File: config.mk
export PLATFORM = sky130hd
export DESIGN_NAME = seven_segment_to_binary
export DESIGN_NICKNAME = d
export VERILOG_FILES = /design/src/rtl/seg7_pkg.sv /design/src/rtl/segment_pattern_lookup.sv /design/src/rtl/seven_segment_to_binary.sv
export SDC_FILE = /design/constraint.sdc
export NUM_CORES = 1
export LEC_CHECK = 0
export ABC_CLOCK_PERIOD_IN_PS = 1860
export CAP_MARGIN = 20
export CORE_ASPECT_RATIO = 0.5
export CORE_UTILIZATION = 35
export DETAILED_ROUTE_END_ITERATION = 8
export DONT_BUFFER_PORTS = 1
export SLEW_MARGIN = 20
export SYNTH_ARGS = -nofsm -noshare
export SYNTH_HDL_FRONTEND = slang
export SYNTH_SLANG_ARGS = --single-unit
File: constraint.sdc
create_clock -name i_Clk -period 1.86 [get_ports i_Clk]
set_input_delay 0.279 -clock i_Clk [delete_from_list [all_inputs] [get_ports i_Clk]]
set_output_delay 0.279 -clock i_Clk [all_outputs]
set_load 0.03 [all_outputs]
File: src/rtl/seg7_pkg.sv
// -----------------------------------------------------------------------------
// seg7_pkg
// Shared seven-segment definitions used by the decoder and the existing encoder.
// Patterns are 7 bits {A,B,C,D,E,F,G}, A as MSB, 1 = segment lit.
//   SEG_0 .. SEG_F : the sixteen hex digit patterns
//   SEG_BLANK      : all segments off
//   state_t        : decoder FSM states
// -----------------------------------------------------------------------------
package seg7_pkg;

   localparam logic [6:0] SEG_0     = 7'h7E;
   localparam logic [6:0] SEG_1     = 7'h30;
   localparam logic [6:0] SEG_2     = 7'h6D;
   localparam logic [6:0] SEG_3     = 7'h79;
   localparam logic [6:0] SEG_4     = 7'h33;
   localparam logic [6:0] SEG_5     = 7'h5B;
   localparam logic [6:0] SEG_6     = 7'h5F;
   localparam logic [6:0] SEG_7     = 7'h70;
   localparam logic [6:0] SEG_8     = 7'h7F;
   localparam logic [6:0] SEG_9     = 7'h7B;
   localparam logic [6:0] SEG_A     = 7'h77;
   localparam logic [6:0] SEG_B     = 7'h1F;
   localparam logic [6:0] SEG_C     = 7'h4E;
   localparam logic [6:0] SEG_D     = 7'h3D;
   localparam logic [6:0] SEG_E     = 7'h4F;
   localparam logic [6:0] SEG_F     = 7'h47;
   localparam logic [6:0] SEG_BLANK = 7'h00;

   typedef enum logic [1:0] {
      ST_IDLE   = 2'd0,
      ST_SETTLE = 2'd1,
      ST_LOCKED = 2'd2
   } state_t;

endpackage

File: src/rtl/segment_pattern_lookup.sv
// -----------------------------------------------------------------------------
// segment_pattern_lookup
// Purely combinational match of a 7-bit segment pattern against the sixteen
// hex digit patterns.
// Ports:
//   i_Pattern [6:0] : pattern {A..G}, 1 = lit
//   o_Hit           : 1 when the pattern is one of the sixteen digits
//   o_Digit   [3:0] : matched digit value (0 when o_Hit is low)
// Blank is not a hit; the caller distinguishes blank from illegal.
// -----------------------------------------------------------------------------
module segment_pattern_lookup
   import seg7_pkg::*;
(
   input  logic [6:0] i_Pattern,
   output logic       o_Hit,
   output logic [3:0] o_Digit
);

   always_comb begin
      o_Hit   = 1'b1;
      o_Digit = 4'h0;
      case (i_Pattern)
         SEG_0:   o_Digit = 4'h0;
         SEG_1:   o_Digit = 4'h1;
         SEG_2:   o_Digit = 4'h2;
         SEG_3:   o_Digit = 4'h3;
         SEG_4:   o_Digit = 4'h4;
         SEG_5:   o_Digit = 4'h5;
         SEG_6:   o_Digit = 4'h6;
         SEG_7:   o_Digit = 4'h7;
         SEG_8:   o_Digit = 4'h8;
         SEG_9:   o_Digit = 4'h9;
         SEG_A:   o_Digit = 4'hA;
         SEG_B:   o_Digit = 4'hB;
         SEG_C:   o_Digit = 4'hC;
         SEG_D:   o_Digit = 4'hD;
         SEG_E:   o_Digit = 4'hE;
         SEG_F:   o_Digit = 4'hF;
         default: o_Hit   = 1'b0;
      endcase
   end

endmodule

File: src/rtl/seven_segment_to_binary.sv
// -----------------------------------------------------------------------------
// seven_segment_to_binary
// Decodes active-low seven-segment lines back into a hex digit, accepting a
// pattern only after it has been stable for STABLE_CYCLES registered samples.
// Parameter:
//   STABLE_CYCLES (1..255, default 4) : consecutive identical samples required
// Ports:
//   i_Clk, i_Reset (sync, active-high)
//   i_Segment_A..i_Segment_G : active-low segment lines
//   o_Binary_Num [3:0]       : last legally decoded digit
//   o_Valid                  : 1-cycle pulse on acceptance of a legal digit
//   o_Error                  : 1-cycle pulse on acceptance of an illegal pattern
//   o_Blank                  : level, high while the accepted pattern is blank
//   o_Dbg_State              : current FSM state, for observation only
//   o_Error_Count [7:0]      : saturating o_Error pulse count, present only
//                              when macro SEG_ERROR_COUNT_EN is defined
// Latency from a new input pattern to the output update is STABLE_CYCLES+2
// clocks: one to register, one to detect the change, STABLE_CYCLES-1 to count,
// one to register the outputs.
// -----------------------------------------------------------------------------
module seven_segment_to_binary
   import seg7_pkg::*;
#(
   parameter int unsigned STABLE_CYCLES = 4
)(
   input  logic       i_Clk,
   input  logic       i_Reset,
   input  logic       i_Segment_A,
   input  logic       i_Segment_B,
   input  logic       i_Segment_C,
   input  logic       i_Segment_D,
   input  logic       i_Segment_E,
   input  logic       i_Segment_F,
   input  logic       i_Segment_G,
   output logic [3:0] o_Binary_Num,
   output logic       o_Valid,
   output logic       o_Error,
   output logic       o_Blank,
   output state_t     o_Dbg_State
`ifdef SEG_ERROR_COUNT_EN
   ,
   output logic [7:0] o_Error_Count
`endif
);

   localparam logic [7:0] LAST_COUNT = 8'(STABLE_CYCLES - 1);

   logic [6:0] r_Pattern;
   logic [6:0] r_Prev_Pattern;
   logic       r_Primed;
   state_t     r_State;
   logic [7:0] r_Count;
   logic [3:0] r_Binary_Num;
   logic       r_Valid;
   logic       r_Error;
   logic       r_Blank;

   state_t     w_Next_State;
   logic [7:0] w_Next_Count;
   logic       w_Accept;
   logic       w_Changed;
   logic       w_Hit;
   logic [3:0] w_Digit;
   logic       w_Is_Blank;

   segment_pattern_lookup u_lookup (
      .i_Pattern (r_Pattern),
      .o_Hit     (w_Hit),
      .o_Digit   (w_Digit)
   );

   assign w_Changed  = (r_Pattern != r_Prev_Pattern);
   assign w_Is_Blank = (r_Pattern == SEG_BLANK);

   // Input capture. r_Primed marks that r_Pattern holds a real sample rather
   // than its reset value, so IDLE knows when the first sample is available.
   always_ff @(posedge i_Clk) begin
      if (i_Reset) begin
         r_Pattern      <= 7'h00;
         r_Prev_Pattern <= 7'h00;
         r_Primed       <= 1'b0;
      end else begin
         r_Pattern      <= ~{i_Segment_A, i_Segment_B, i_Segment_C, i_Segment_D,
                             i_Segment_E, i_Segment_F, i_Segment_G};
         r_Prev_Pattern <= r_Pattern;
         r_Primed       <= 1'b1;
      end
   end

   // FSM state and stability counter
   always_ff @(posedge i_Clk) begin
      if (i_Reset) begin
         r_State <= ST_IDLE;
         r_Count <= 8'd0;
      end else begin
         r_State <= w_Next_State;
         r_Count <= w_Next_Count;
      end
   end

   always_comb begin
      w_Next_State = r_State;
      w_Next_Count = r_Count;
      w_Accept     = 1'b0;
      case (r_State)
         ST_IDLE: begin
            // The first real sample counts as a change, whatever its value.
            if (r_Primed) begin
               w_Next_State = ST_SETTLE;
               w_Next_Count = 8'd0;
            end
         end
         ST_SETTLE: begin
            if (w_Changed) begin
               w_Next_Count = 8'd0;
            end else if (r_Count >= LAST_COUNT) begin
               w_Accept     = 1'b1;
               w_Next_State = ST_LOCKED;
            end else begin
               // Only reached below LAST_COUNT, so the counter cannot wrap.
               w_Next_Count = r_Count + 8'd1;
            end
         end
         ST_LOCKED: begin
            if (w_Changed) begin
               w_Next_State = ST_SETTLE;
               w_Next_Count = 8'd0;
            end
         end
         default: begin
            w_Next_State = ST_IDLE;
            w_Next_Count = 8'd0;
         end
      endcase
   end

   // Output registers. Valid and error come from mutually exclusive branches.
   always_ff @(posedge i_Clk) begin
      if (i_Reset) begin
         r_Binary_Num <= 4'h0;
         r_Valid      <= 1'b0;
         r_Error      <= 1'b0;
         r_Blank      <= 1'b0;
      end else begin
         r_Valid <= 1'b0;
         r_Error <= 1'b0;
         if (w_Accept) begin
            if (w_Is_Blank) begin
               r_Blank <= 1'b1;
            end else if (w_Hit) begin
               r_Binary_Num <= w_Digit;
               r_Valid      <= 1'b1;
               r_Blank      <= 1'b0;
            end else begin
               r_Error <= 1'b1;
               r_Blank <= 1'b0;
            end
         end
      end
   end

`ifdef SEG_ERROR_COUNT_EN
   logic [7:0] r_Error_Count;

   // Steps on the same edge that raises o_Error, saturating at 255.
   always_ff @(posedge i_Clk) begin
      if (i_Reset) begin
         r_Error_Count <= 8'd0;
      end else if (w_Accept && !w_Is_Blank && !w_Hit && (r_Error_Count != 8'hFF)) begin
         r_Error_Count <= r_Error_Count + 8'd1;
      end
   end

   assign o_Error_Count = r_Error_Count;
`endif

   assign o_Binary_Num = r_Binary_Num;
   assign o_Valid      = r_Valid;
   assign o_Error      = r_Error;
   assign o_Blank      = r_Blank;
   assign o_Dbg_State  = r_State;

endmodule

# ---- Yosys cells after proc, flatten, opt, wreduce, memory -nomap -nowiden
# Index checks and enable logic that the tools add are counted.
dict set report totals {
  regBits 32
  in_bits 9
}
dict set report classes {
  n_addsub 1
  magnitude_cmp 1
  eq_ne 24
  muxes 19
  bitwise_logic 3
  n_reduce_logical 7
}
# op count
set op_table {}
lappend op_table {{== test 7 bit, second input constant} 12}
lappend op_table {{one-hot mux 4 bit (15 select lines)} 1}
lappend op_table {{2-to-1 mux 8 bit} 4}
lappend op_table {{one-hot mux 8 bit (3 select lines)} 1}
lappend op_table {{== test 7 x 6 -> 1 bit, second input constant} 3}
lappend op_table {{OR reduction 16 bit} 1}
lappend op_table {{adder 8 x 1 -> 8 bit, second input constant} 1}
lappend op_table {{>= comparator 8 x 2 -> 1 bit, second input constant} 1}
lappend op_table {{2-to-1 mux 1 bit} 8}
lappend op_table {{2-to-1 mux 2 bit} 4}
lappend op_table {{!= test 2 bit, second input constant} 4}
lappend op_table {{== test 7 x 5 -> 1 bit, second input constant} 1}
lappend op_table {{zero test 7 bit} 1}
lappend op_table {{!= test 7 bit} 1}
lappend op_table {{NOT 7 bit} 1}
lappend op_table {{one-hot mux 2 bit (3 select lines)} 1}
lappend op_table {{AND reduction 3 bit} 2}
lappend op_table {{AND reduction 4 bit} 1}
lappend op_table {{!= test 3 bit, second input constant} 1}
lappend op_table {{OR reduction 3 bit} 1}
lappend op_table {{== test 2 x 1 -> 1 bit, second input constant} 1}
lappend op_table {{== test 2 bit, second input constant} 1}
lappend op_table {{zero test 2 bit} 1}
lappend op_table {{NOT 1 bit} 2}

# ---- Logic depth before layout (Yosys ltp)
# Gate-level depths: netlist of the first run.
dict set report logic_depth {
  ltp_word 6
  depth_mapped 8
  ltp_nobuf 7
}

# ---- Modules after synthesis
# Synthesis of the first run repeated with hierarchy kept, for this count alone.
dict set report hier_totals {
  cells_unflattened 177
  hier_area_um2 1602.8
}
# mod n_inst cells_per_inst area_per_inst_um2
set modules_own_cells {}
lappend modules_own_cells {seven_segment_to_binary 1 125 1268.7}
lappend modules_own_cells {segment_pattern_lookup 1 52 334.1}

# ---- Least setup slack after synthesis of the first run
# Ideal clock, no wire load.
dict set report synth_timing {
  path_kind {register -> register}
  startpoint {register r_Pattern[6]}
  endpoint {register r_Binary_Num[3] (netlist: o_Binary_Num[3])}
  setup_ps 132
  arrival_time_ps 1553
  path_slack_ps 175
  path_stages_with_launch 8
  n_path_buf 1
  synth_period_minus_slack_ps 1685
  cell_sequence {dfxtp_1 -> buf_2 -> or4b_1 -> o22ai_2 -> a311oi_2 -> and3_4 -> nor3_1 -> nor3_1}
}
dict set report synth_via {
  elab_chain_len 4
  word_cells_on_any_way 25
}
# element line_no
set synth_lines {}
lappend synth_lines {{start: declaration} seven_segment_to_binary.sv:48} ;# logic [6:0] r_Pattern;
lappend synth_lines {{start signal: assignment} seven_segment_to_binary.sv:83} ;# r_Pattern <= ~{i_Segment_A, i_Segment_B, i_Segment_C, i_Segment_D,
lappend synth_lines {{== test 7 bit (tied with other cells)} segment_pattern_lookup.sv:22} ;# case (i_Pattern)
lappend synth_lines {{OR reduction 16 bit (no source line) or 2-to-1 mux 1 bit (tied branches)} n/a}
lappend synth_lines {{2-to-1 mux 1 bit (on tied branches)} {segment_pattern_lookup.sv:22, seven_segment_to_binary.sv:105}}
lappend synth_lines {{AND reduction 3 bit (no source line)} n/a}
lappend synth_lines {{end signal: assignment} seven_segment_to_binary.sv:151} ;# r_Binary_Num <= w_Digit;
lappend synth_lines {{end: declaration} seven_segment_to_binary.sv:53} ;# logic [3:0] r_Binary_Num;
# Several ways; a longest one is shown, not always the timed one.
# A chain may end at the register's enable or synchronous reset.

# ---- Final worst setup path of the first run
dict set report layout_timing {
  startpoint {register r_Pattern[0]}
  endpoint {register r_Count[4]}
}
dict set report layout_via {
  elab_chain_len 3
  word_cells_on_any_way 6
}
# element line_no
set layout_lines {}
lappend layout_lines {{!= test 7 bit *} seven_segment_to_binary.sv:72} ;# assign w_Changed = (r_Pattern != r_Prev_Pattern);
lappend layout_lines {{!= test 3 bit (no source line) (tied with other cells)} n/a}
lappend layout_lines {{AND reduction 3 bit (no source line) or one-hot mux 8 bit (3 select lines) (tied branches)} n/a}
lappend layout_lines {{end signal: assignment} seven_segment_to_binary.sv:97} ;# r_Count <= w_Next_Count;
lappend layout_lines {{end: declaration} seven_segment_to_binary.sv:52} ;# logic [7:0] r_Count;
# Mark *: on every way between the ends. The rest lies on a longest branch, timed or not.

==> results of run 1 <==
[through the flow]
step	hold slack, ps	power, mW	setup TNS, ps
floorplan	345.7	0.8513	0
finish	42.94	1.549	0
detailed placement	347.8	0.8836	-66.04
global placement	348.8	0.8819	-17.07
CTS	36.74	1.539	0
global route	23.88	1.618	-89.50
[area by class of cell]
type	count	share of cell area (%)
repair buffers	21	8.250
flip-flops and latches	32	33.06
clock inverters	2	1.750
multi-input cells	131	48.44
well taps	57	3.562
clock buffers	6	3.625
inverters	7	1.313
[path summary, 6_finish.rpt]
path | start | endpoint
worst max-delay path | r_Pattern[0] | r_Count[4]
worst min-delay path | i_Segment_D | r_Pattern[3]
worst max register to register | r_Pattern[0] | r_Count[4]
worst min register to register | r_Count[5] | r_Count[5]
[placed cells by master (no fill, tap or decap), drive strengths merged, types with 4 or more instances in the layout]
cell / count
dfxtp: 32
nand2b: 4
inv: 7
a21oi: 10
nor2b: 4
xnor2: 6
nand3: 10
nor3: 15
buf: 21
nor2: 22
nand3b: 5
and2: 5
clkbuf: 6
nand2: 8
o21ai: 5
[cell families after synthesis]
kind of cell,Yosys count
simple gates,90
compound gates,32
flops,32
buf+inv,19
xor+xnor,7
mux,1
fa+ha+maj,1
[sequential cells by signal, indices dropped and copies added, names as in the netlist]
| name | flops |
|---|---|
| o_Binary_Num | 4 |
| o_Blank | 1 |
| o_Dbg_State | 2 |
| o_Error | 1 |
| o_Valid | 1 |
| r_Count | 8 |
| r_Pattern | 7 |
| r_Prev_Pattern | 7 |
| r_Primed | 1 |
[repair_timing]
action / CTS / global route
hold buffers: 0 / 0
gates resized for setup: 7 / 22
cloned: 0 / 0
setup buffers: 0 / 1
pin swaps: 0 / 10
setup endpoints to repair: 6 / 11
[report_power, final]
group	internal [mW]	switching (mW)
clock	0.397	0.253
sequential	0.701	0.0288
combinational	0.0826	0.0866
[worst max-delay path, cell delays in order (launching register included)]
cell      delay, ps
dfxtp_4         370
xnor2_2         220
nand4_4         160
buf_4           180
o41ai_4         300
a21oi_2         110
a21boi_0        170
nor3_1          190
[per-layer routing]
metal | up-vias | GRT usage (%) | part of all wire, %
met4 | 0 | 6.061 | 1.4
met2 | 25 | 24.30 | 45
met5 | - | 0 | 0
met1 | 589 | 18.79 | 49
li1 | 681 | - | -
met3 | 9 | 5.957 | 4.5
==> impl_metrics.json, run 1 <==
{
  "rows": 17,
  "required_ps": 2070,
  "dp_cells": 247,
  "routed_wl_um": 3489,
  "clockBufferDepth": 2,
  "yosys.area_share.adder_pct": 0.7758,
  "numCtsBuffers": 5,
  "clock_skew_ps": 6.214,
  "core_um2": 4403,
  "finalMaxSlewViolations": 0,
  "ys.warnings.count": 0,
  "powerDensity_nw_per_um2": 773.8,
  "grt_pass1_vias": 1268,
  "place.gp.congestion": 0.8509,
  "synth-simple-area-share_pct": 33.98,
  "drv_cap": 0,
  "synth-main-ff-cell": "dfxtp_1",
  "async_flop_share_pct": 0,
  "synthDominantCellAreaShare_pct": 39.72,
  "avgSynthCellArea_um2": 8.862,
  "io-pin-count": 18,
  "yosys.area.top_type": "dfxtp_1",
  "drive_gt1_share_pct": 30.65,
  "max_freq_ghz": 0.5604,
  "fin_util_pct": 45.47,
  "ctsHtreeMaxLevel": 2,
  "synthMuxAreaShare_pct": 0.6206,
  "portBuffers": 0,
  "grt_pass1_wl_um": 5782,
  "tritoncts": "done",
  "final_nets": 208,
  "drtIter0Drc": 24,
  "clk_latency_ps": 290,
  "relSlewSlack_pct": 76.30,
  "syn_nets": 192,
  "synth_area_um2": 1613,
  "overflow": 0,
  "synthCells": 182,
  "root_buffer": "clkbuf_8",
  "hpwl_um": 2340,
  "clkTransAtPathRegs_ps": 70,
  "wire_per_inst_um": 13.63,
  "die_x_um": 98,
  "synthToLayoutAreaGrowth_pct": 24.13,
  "whs_path_depth": 1,
  "period_needed_ps": 1784,
  "diodes": 0,
  "antenna_found_initial": 0,
  "rsz0062_at_grt": "true",
  "hold_violations": 0,
  "routed_via_density": 5.094,
  "worstSetupEndpointType": "register",
  "finalNonFillerCells": 256,
  "place_ws_ps": -27.96,
  "rr_worst_depth": 7,
  "ys_seq_area_share_pct": 39.72,
  "ys_top_cells_by_count": "dfxtp_1, nor2_1, nor3_1, a21oi_1, nand3_1",
  "arrival_ps": 1990,
  "synth_edf_count": 0,
  "ir_worst_vdd_mv": 0.4099,
  "clock-sinks": 32,
  "setup_viol": 0,
  "place_area_um2": 1760,
  "yosys.area_share.xor_xnor_pct": 4.267,
  "stdcell_area_um2": 2002,
  "leakage_nw": 0.7232,
  "fill_cells": 416,
  "dieArea_um2": 4900,
  "drc_errors": 0,
  "tightest_slew_ps": 350.9,
  "dr.pass1.iters": 4,
  "status": "finished, final reports clean",
  "critPathKind": "register to register",
  "drtAntennaViolNets": 0,
  "finalWorstSetupSlack_ps": 75.66,
  "die_h_um": 50,
  "yosysMostFrequentCell": "dfxtp_1",
  "ys_types": 57,
  "cp-start-kind": "register",
  "multi_input_area_um2": 969.7,
  "worstPathMaxFanout": 7,
  "layout.area.seq_um2": 661.9,
  "min_path_type": "input port to register",
  "via_count": 1304,
  "grt_max_degree": 28,
  "initial_core_util_pct": 36.63,
  "regToRegSetupSlack_ps": 80,
  "grt_use_total_pct": 15.32,
  "synth_compound_area_share_pct": 14.43,
  "synth_top_family_by_area": "simple AND/OR/NAND/NOR gates",
  "synth_area_leaders": "dfxtp_1, nor2_1, nor3_1",
  "ys_ff_latch": 32,
  "finalCritPeriodShare_pct": 95.93
}
Note: power is estimated with default switching activity, not from simulation.
==> run 2: changes to the inputs <==
--- a/config.mk
+++ b/config.mk
@@ -8,9 +8,10 @@
 export ABC_CLOCK_PERIOD_IN_PS = 1860
 export CAP_MARGIN = 20
 export CORE_ASPECT_RATIO = 0.5
-export CORE_UTILIZATION = 35
+export CORE_UTILIZATION = 61
 export DETAILED_ROUTE_END_ITERATION = 8
 export DONT_BUFFER_PORTS = 1
+export PLACE_DENSITY = 0.75
 export SLEW_MARGIN = 20
 export SYNTH_ARGS = -nofsm -noshare
 export SYNTH_HDL_FRONTEND = slang
==> run 2 against run 1 <==
Via count increased by 12%. Worst setup slack got worse by 120 ps. Critical path type unchanged. Count of clock-buffer cells in the layout decreased by 1. Core utilization increased by 44 points. Fmax decreased by 6.2%. The run now ends with setup timing left. Global-route usage increased by 13 points. Clock power decreased by 17%.
==> impl_metrics.json, run 2 (synthesized netlist as in run 1, its figures left out) <==
{
  "final_cell_mix": "buf_4, dfxtp_1, nor2_1, nor3_1",
  "root_buffer": "clkbuf_8",
  "powerDensity_nw_per_um2": 697.3,
  "p_comb_share_pct": 13.9,
  "intPower_mw": 1.063,
  "power_switching_share_pct": 27.79,
  "hold_violations": 0,
  "place.gp.congestion": 0.9134,
  "dieArea_um2": 2866,
  "finalMaxSlewViolations": 0,
  "clkTransAtPathRegs_ps": 70,
  "max_freq_ghz": 0.5255,
  "wire_per_inst_um": 17.42,
  "period_needed_ps": 1903,
  "slowest_delay_ps": 540,
  "cp-start-kind": "register",
  "cts-hold-fix-buffers": 0,
  "drtAntennaViolNets": 0,
  "clkPwrFrac_pct": 36.6,
  "status": "finished with violations",
  "relSlewSlack_pct": 72.75,
  "worst_hold_slack_ps": 40.22,
  "setup_viol": 3,
  "synthToLayoutAreaGrowth_pct": 30.95,
  "initial_core_util_pct": 68.42,
  "die_x_um": 74.72,
  "antenna_found_initial": 0,
  "numCtsBuffers": 5,
  "cp_common_cell": "nor3_1",
  "p_sw_uw": 409.3,
  "crit_slowest_cell": "or4_4",
  "tritoncts": "done",
  "die_h_um": 38.36,
  "drive_gt1_share_pct": 38.21,
  "dr.pass1.iters": 5,
  "violations": "setup timing",
  "grt_pass1_vias": 1254,
  "clockBufferDepth": 2,
  "min_path_type": "input port to register",
  "largest-register": "r_Count",
  "clock-sinks": 32,
  "hpwl_um": 2545,
  "ctsHtreeMaxLevel": 2,
  "core_um2": 2357,
  "portBuffers": 0,
  "leakage_nw": 0.7838,
  "tightest_slew_ps": 408.2,
  "routed_wl_um": 4302,
  "finalCritPeriodShare_pct": 102.3,
  "rows": 12,
  "via_count": 1465,
  "largest_reg_flops": 8,
  "finalNonFillerCells": 247,
  "final_nets": 221,
  "grt_use_total_pct": 28.56,
  "clk_latency_ps": 290,
  "critPathKind": "register to register",
  "dp_cells": 234,
  "grt_pass1_wl_um": 5733,
  "crit_chain": "buf_6 > or4_4 > a21oi_4 > o21ai_4 > and3_4 > nor3_1 > nor3_1",
  "required_ps": 2040,
  "diodes": 0,
  "drv_cap": 0,
  "layout_commonest_cell": "buf_4",
  "grt_max_degree": 28,
  "drc_errors": 0,
  "seq_power_share_pct": 49.5,
  "largestRegisters": "r_Count: 8 flops, r_Pattern: 7 flops, r_Prev_Pattern: 7 flops",
  "worstSetupEndpointType": "register",
  "arrival_ps": 2090,
  "io-pin-count": 18,
  "routed_via_density": 5.931,
  "worstPathMaxFanout": 6,
  "drtIter0Drc": 92,
  "overflow": 0,
  "clock_skew_ps": 8.650,
  "rsz0062_at_grt": "true",
  "total_power_mw": 1.473,
  "finalWorstSetupSlack_ps": -42.83,
  "ir_worst_vdd_mv": 0.6417
}
run 2: critical path: cells and delay by family (launching register included):
family	cells	cell delay (ps)
flip-flops	1	370
AO/OA/AOI/OAI	2	280
buffers and inverters	1	120
AND/OR/NAND/NOR	4	1020
run 2: per-layer routing:
| metal | part of all wire [%] | vias up | routed length [µm] | track usage (%) |
|---|---|---|---|---|
| li1 | - | 703 | - | - |
| met1 | 46 | 692 | 1970 | 35.10 |
| met2 | 46 | 58 | 1976 | 46.85 |
| met3 | 5.8 | 12 | 249 | 9.211 |
| met4 | 2.5 | 0 | 106 | 11.79 |
| met5 | 0 | - | 0 | 0 |
run 2: layout make-up:
cell class,instances,area (µm²)
fill,112,245.2
multi-input combinational,131,1026
clock inverter,3,18.77
clock buffer,5,68.82
timing repair buffer,34,266.5
inverter,7,26.28
sequential,32,661.9
tap,35,43.79
run 2: stage by stage:
step	utilization, %	TNS [ps]	setup slack [ps]	cell area (µm²)
after floorplan	-	0	175.0	1613
after global placement	76.38	-92.47	-42.25	1800
after detailed placement	76.38	-238.6	-100.7	1800
after CTS	81.00	0	0.6715	1909
after global routing	89.60	-386.3	-110.7	2112
final	89.60	-103.8	-42.83	2112
run 2: repair_timing:
action                     CTS  global route
setup endpoints to repair   11            12
buffers inserted             0             6
resized for setup           10            30
pin swaps                    3            10
run 2: worst paths after layout:
check               startpoint               to  slack [ps]  cells after the start
hold / removal     i_Segment_A     r_Pattern[6]          40                      1
setup reg to reg  r_Pattern[3]  o_Binary_Num[3]         -40                      7
setup / recovery  r_Pattern[3]  o_Binary_Num[3]         -40                      7
hold reg to reg     r_Count[5]       r_Count[5]         470                      1
run 2: power groups by stage:
stage          Clock, mW  Combinational [mW]  Sequential, mW
6_report           0.538               0.205           0.729
3_3_place_gp           0               0.151           0.741
5_1_grt            0.559               0.218           0.732
2_1_floorplan          0               0.119           0.732
3_5_place_dp           0               0.154           0.742
4_1_cts            0.538               0.158           0.727
